===== src/rtl/alu_status_pkg.sv =====
// Shared definitions for the ALU status/exception stage: status bit positions,
// exception cause codes, FSM state encoding and default trap configuration.
package alu_status_pkg;

  localparam int BIT_ZERO     = 7;
  localparam int BIT_OVF      = 6;
  localparam int BIT_CARRY    = 5;
  localparam int BIT_NEG      = 4;
  localparam int BIT_INV_ADDR = 3;
  localparam int BIT_DIV0     = 2;

  // Only overflow and divide-by-zero trap out of the box; zero/negative never can.
  localparam logic [7:0] DEFAULT_EXC_MASK    = 8'b0100_0100;
  localparam int         DEFAULT_ACK_TIMEOUT = 16;

  typedef enum logic [2:0] {
    CAUSE_NONE     = 3'd0,
    CAUSE_OVF      = 3'd1,
    CAUSE_CARRY    = 3'd2,
    CAUSE_INV_ADDR = 3'd3,
    CAUSE_DIV0     = 3'd4
  } cause_t;

  typedef enum logic [1:0] {
    ST_IDLE     = 2'd0,
    ST_FLUSH    = 2'd1,
    ST_WAIT_ACK = 2'd2
  } state_t;

endpackage


===== src/rtl/exc_cause_encoder.sv =====
// Priority encoder turning the trappable status bits of one instruction into
// a cause code: overflow > carry > invalid address > divide-by-zero.
module exc_cause_encoder
  import alu_status_pkg::*;
(
  input  logic       ovf,
  input  logic       carry,
  input  logic       inv_addr,
  input  logic       div0,
  output logic [2:0] cause,
  output logic       fault
);

  always_comb begin
    cause = CAUSE_NONE;
    if (ovf)
      cause = CAUSE_OVF;
    else if (carry)
      cause = CAUSE_CARRY;
    else if (inv_addr)
      cause = CAUSE_INV_ADDR;
    else if (div0)
      cause = CAUSE_DIV0;
  end

  assign fault = ovf | carry | inv_addr | div0;

endmodule


===== src/rtl/alu_status_handler.sv =====
// Post-ALU stage: registers result/status, keeps the sticky status register and
// runs the fault -> flush -> wait-for-ack exception handshake with a timeout.
module alu_status_handler
  import alu_status_pkg::*;
#(
  parameter logic [7:0] EXC_MASK    = DEFAULT_EXC_MASK,
  parameter int         ACK_TIMEOUT = DEFAULT_ACK_TIMEOUT
) (
  input  logic        clk,
  input  logic        rst_n,
  input  logic        ex_valid,
  input  logic [31:0] ex_pc,
  input  logic [31:0] ALU_result,
  input  logic [7:0]  ALU_status,
  input  logic        exc_ack,
  input  logic        sr_clear,
  output logic [31:0] result_q,
  output logic [7:0]  status_q,
  output logic [7:0]  sticky_q,
  output logic        exc_req,
  output logic [2:0]  exc_cause,
  output logic [31:0] epc,
  output logic        flush,
  output logic        stall,
  output logic        ack_timeout
);

  localparam int CNT_W = (ACK_TIMEOUT > 2) ? $clog2(ACK_TIMEOUT) : 1;
  localparam logic [CNT_W-1:0] CNT_LAST = CNT_W'(ACK_TIMEOUT - 1);

  state_t           state;
  state_t           state_next;
  logic [CNT_W-1:0] wait_cnt;
  logic [7:0]       sticky_next;
  logic [2:0]       enc_cause;
  logic             enc_fault;
  logic             accept;
  logic             trap;
  logic             ack_taken;

  exc_cause_encoder u_cause_enc (
    .ovf      (ALU_status[BIT_OVF]      & EXC_MASK[BIT_OVF]),
    .carry    (ALU_status[BIT_CARRY]    & EXC_MASK[BIT_CARRY]),
    .inv_addr (ALU_status[BIT_INV_ADDR] & EXC_MASK[BIT_INV_ADDR]),
    .div0     (ALU_status[BIT_DIV0]     & EXC_MASK[BIT_DIV0]),
    .cause    (enc_cause),
    .fault    (enc_fault)
  );

  always_comb begin
    state_next  = state;
    flush       = 1'b0;
    stall       = 1'b0;
    exc_req     = 1'b0;
    ack_timeout = 1'b0;
    accept      = 1'b0;
    trap        = 1'b0;
    ack_taken   = 1'b0;

    case (state)
      ST_IDLE: begin
        accept = ex_valid;
        if (ex_valid && enc_fault) begin
          trap       = 1'b1;
          state_next = ST_FLUSH;
        end
      end
      ST_FLUSH: begin
        flush      = 1'b1;
        stall      = 1'b1;
        exc_req    = 1'b1;
        state_next = ST_WAIT_ACK;
      end
      ST_WAIT_ACK: begin
        stall   = 1'b1;
        exc_req = 1'b1;
        // An ack arriving on the final wait cycle still wins over the timeout.
        if (exc_ack) begin
          ack_taken  = 1'b1;
          state_next = ST_IDLE;
        end else if (wait_cnt == CNT_LAST) begin
          ack_timeout = 1'b1;
          state_next  = ST_IDLE;
        end
      end
      default: state_next = ST_IDLE;
    endcase

    // Software clear happens before the new status is folded in.
    sticky_next = sr_clear ? 8'h00 : sticky_q;
    if (accept)
      sticky_next = sticky_next | ALU_status;
  end

  always_ff @(posedge clk or negedge rst_n) begin
    if (!rst_n) begin
      state     <= ST_IDLE;
      wait_cnt  <= '0;
      result_q  <= '0;
      status_q  <= '0;
      sticky_q  <= '0;
      exc_cause <= CAUSE_NONE;
      epc       <= '0;
    end else begin
      state    <= state_next;
      sticky_q <= sticky_next;

      if (accept) begin
        result_q <= ALU_result;
        status_q <= ALU_status;
      end

      if (trap) begin
        epc       <= ex_pc;
        exc_cause <= enc_cause;
      end else if (ack_taken) begin
        exc_cause <= CAUSE_NONE;
      end

      if (state == ST_WAIT_ACK && state_next == ST_WAIT_ACK)
        wait_cnt <= wait_cnt + CNT_W'(1);
      else
        wait_cnt <= '0;
    end
  end

endmodule


===== config.mk =====
export PLATFORM = sky130hd
export DESIGN_NAME = alu_status_handler
export DESIGN_NICKNAME = d
export VERILOG_FILES = /design/src/rtl/alu_status_pkg.sv /design/src/rtl/exc_cause_encoder.sv /design/src/rtl/alu_status_handler.sv
export SDC_FILE = /design/constraint.sdc
export NUM_CORES = 1
export LEC_CHECK = 0
export ABC_CLOCK_PERIOD_IN_PS = 1800
export BUFFER_PORTS_ARGS = -buffer_cell sky130_fd_sc_hd__buf_4
export CAP_MARGIN = 30
export CORE_MARGIN = 10
export CORE_UTILIZATION = 45
export CTS_BUF_LIST = sky130_fd_sc_hd__clkbuf_8
export DETAILED_ROUTE_END_ITERATION = 16
export PLACE_DENSITY = 0.83
export RECOVER_POWER = 50
export SYNTH_ARGS = -nofsm -noshare
export SYNTH_HDL_FRONTEND = slang
export SYNTH_SLANG_ARGS = --single-unit

===== constraint.sdc =====
create_clock -name clk -period 1.8 [get_ports clk]
set_input_delay 0.09 -clock clk [delete_from_list [all_inputs] [get_ports clk]]
set_output_delay 0.09 -clock clk [all_outputs]
set_load 0.01 [all_outputs]

==> results.txt <==
- Finished Cell Area: 0.00542 mm^2
- STA classifies the critical path startpoint as a flip-flop.
- Share of the yosys chip area belonging to registers: 0.643
- Max Clk Rate: 592 MHz
* Peak ir drop on the vdd network: 0.000743 V
- Placeable core region: 0.00733 mm^2
- For the pin with the worst max-slew slack, the measured transition is 1.09 ns.
- Setup ws final: 0.112 ns
- The clock arrives with 0.00894 ns of skew.
* Total gr overflow: 0
- The worst setup path is captured at a flip-flop.
* Count of routing violations after the opening detailed-route iteration: 97
- Synthesis instantiated 27 different standard cells from the library.
- Summed over all nets, the half-perimeter wirelength after detailed placement is 7.07 mm.
- The largest total area in the synthesized netlist belongs to sky130_fd_sc_hd__dfrtp_1.
- Via count of the first global-routing pass: 3,402
* Total standard cell area after synthesis: 0.00343 mm^2
- Clock buffer count from CTS: 9
* Wire length of the first global-routing pass: 17.9 mm
- Commonest cells post-synth: sky130_fd_sc_hd__nand2_1 (123), sky130_fd_sc_hd__dfrtp_1 (88), sky130_fd_sc_hd__mux2_2 (32)
- The number of antenna violations at the first check in global routing came to 1.
* Dominant cell by count in the synthesized netlist: sky130_fd_sc_hd__nand2_1
- Delay of the slowest critical-path stage: 0.45 ns
- Count of maximum capacitance violations: 0
* Instance area at placement: 0.00475 mm^2
* Slew margin rel.: 0.273
- Of the available clock period, the critical path in the final layout requires 0.938.
- The initialized floorplan defines 31 standard-cell rows.
- Synth warnings: 0
- RePlAce Congestion: 0.773
- Cells along the critical path: inv_1 > ha_1 > nor2b_1 > a222oi_1 > buf_4 > nor3_1
- The synthesized design contains 0 enable-type register cells.
- Number of DRC violations after detailed routing: 0
- At the worst endpoint, the arrival time is 1.90 ns.
* Outcome: finished, final reports clean
- For this block, the via count after detailed routing is 3,061.
* Starting Density: 0.467
* Category of the critical setup timing path: reg -> reg
* CTS sink cnt: 88
* Pins Over Slew Limit: 0
- Post-Route WL: 11.0 mm
- After the last flow step, the layout net total stands at 624.
- Global-route usage over all layers: 0.193
* Power per Cell Area: 1520 mW/mm^2
- Detail-routed via count per cell: 4.73
* Synth-to-layout area growth: 58.2%
- Setup repair after global routing left no endpoint under its margin.
- For the worst setup path, the data required time is 2.02 ns.
- Clock Tree Root: sky130_fd_sc_hd__clkbuf_8
* Average detailed-routed wire length per instance: 17.0 um
- The H-tree was split into 3 levels.
* Boundary Pins: 164
- Worst slack at placement: 0.123 ns
* Top post-synthesis cells by area: sky130_fd_sc_hd__dfrtp_1 (64%), sky130_fd_sc_hd__nand2_1 (13%), sky130_fd_sc_hd__mux2_2 (11%), sky130_fd_sc_hd__ha_1 (1.8%), sky130_fd_sc_hd__inv_1 (1.3%)
* Async SR Flop Fraction: 1.00
- Of the post-synthesis cell area, the dominant cell type holds 0.643.
- Largest fanout on the critical path: 7
- Count of state elements after synthesis: 88
- For the worst-skew pair, the clock arrives at the later sink with an insertion delay of 0.34 ns.
- Die Footprint: 0.0115 mm^2
* Clock tree from TritonCTS: done
- Clock-pin slew was measured on the worst setup and hold paths at 0.08 ns.
- Master of the slowest instance on the critical path: sky130_fd_sc_hd__dfrtp_1
- Antenna violation net count after detailed routing: 0
- Layout cell share with drive strength beyond 1: 0.250
- Number of hold-slack violations in the final timing report: 0
* Vert. Die Dim: 107 um
* Hold Path Class: in -> reg
- Entering global routing, the biggest net connects 46 pins.
- Average footprint of a synthesized cell: 11.3 um^2
* Sum of negative setup slack: 0 ns
- Synthesized net count: 386
- Placed cells: 556
- Die W: 107 um
* IO buf count: 162
- For the finished layout, the period the worst path requires is 1.69 ns.
* CTS max path bufs: 2
* Cell count after synthesis: 304
- Setup violations remaining at the end of the flow were counted as 0.
- Among all flip-flop cells after synthesis, the most frequent one is sky130_fd_sc_hd__dfrtp_1.
- Total iterations of the first detailed-routing run: 4
- For this run, the number of standard cells in the final layout without fillers is 647.
- Summed over all cells, the static leakage comes to 2.65 nW.
[registers in the layout, indices dropped and copies added (netlist names)]
name       flops
status_q       8
epc           32
exc_cause      2
state          2
sticky_q       8
result_q      32
wait_cnt       4
[path summary, 6_finish.rpt]
check                                    from      endpoint  slack [ns]  depth (start not counted)
worst max register to register       state[0]   wait_cnt[2]        0.11                          6
worst min-delay path            ALU_status[2]   status_q[2]        0.08                          3
min in group asynchronous               rst_n   result_q[9]        0.49                          2
worst max-delay path                 state[0]   wait_cnt[2]        0.11                          6
max in group asynchronous               rst_n       epc[21]        0.35                          3
worst min register to register   result_q[11]  result_q[11]        0.48                          2
[cell families (layout without fill, tap and decap cells)]
family / after synthesis / after routing / share of synthesized area
flops: 88 / 88 / 0.643
xor+xnor: 2 / 2 / 0.00511
simple gates: 134 / 134 / 0.156
mux: 32 / 32 / 0.105
fa+ha+maj: 5 / 5 / 0.0183
other cells: 1 / 2 / 0.00109
buf+inv: 26 / 269 / 0.0376
compound gates: 16 / 16 / 0.0347
[power by group]
| part | switching (W) | internal [W] | total (W) |
|---|---|---|---|
| clock | 0.000665 | 0.000956 | 0.00162 |
| combinational | 0.00191 | 0.00135 | 0.00325 |
| sequential | 0.000510 | 0.00288 | 0.00339 |
[through the flow]
step                      power [W]  hold slack [ns]   util
after detailed placement    0.00718            0.129  0.647
final                       0.00827           0.0766  0.740
after global placement      0.00705            0.124  0.647
after floorplan             0.00514           -0.206      -
after CTS                   0.00894           0.0785  0.781
after global routing        0.00886            0.104  0.740
[cell usage in the layout, fill, tap and decap left out, types with 3 or more instances in the layout]
| cell type | Yosys | routed |
|---|---|---|
| sky130_fd_sc_hd__buf_4 | 5 | 82 |
| sky130_fd_sc_hd__bufinv_16 | 0 | 3 |
| sky130_fd_sc_hd__dfrtp_1 | 88 | 88 |
| sky130_fd_sc_hd__clkbuf_8 | 0 | 10 |
| sky130_fd_sc_hd__inv_1 | 12 | 13 |
| sky130_fd_sc_hd__mux2_2 | 32 | 32 |
| sky130_fd_sc_hd__ha_1 | 5 | 5 |
| sky130_fd_sc_hd__nor3_1 | 3 | 3 |
| sky130_fd_sc_hd__dlygate4sd3_1 | 0 | 73 |
| sky130_fd_sc_hd__clkbuf_1 | 4 | 82 |
| sky130_fd_sc_hd__o21ai_0 | 8 | 8 |
| sky130_fd_sc_hd__nand2_1 | 123 | 123 |
[worst max-delay path, delay by kind of cell (launching register included)]
kind | cells | cell delay, ns
flip-flops | 1 | 0.45
AO/OA/AOI/OAI | 1 | 0.33
buffers and inverters | 2 | 0.30
AND/OR/NAND/NOR | 2 | 0.21
adder cells (fa/ha/maj) | 1 | 0.28
[metal layers]
metal,vias to the layer above,GRT usage,share of wire
li1,1441,-,-
met1,1460,0.220,0.38
met2,134,0.322,0.50
met3,26,0.0695,0.096
met4,0,0.0793,0.028
met5,-,0,0
[area by class of cell]
type                            instances  area (um^2)
Sequential cell                        88         2200
Tap cell                               99          124
Fill cell                             551         1910
Multi-Input combinational cell        190         1100
Clock buffer                           10          138
Clock inverter                          6          108
Timing Repair Buffer                  241         1700
Inverter                               12         45.0
Antenna cell                            1         2.50
[what timing repair did]
| action | in CTS | in global routing |
|---|---|---|
| endpoints found under the setup margin | 0 | 31 |
| hold endpoints to repair | 122 | 0 |
| setup buffers | 0 | 1 |
| hold buffers | 73 | 0 |
| resized for setup | 0 | 3 |
Power figures use the tool's default switching activity.
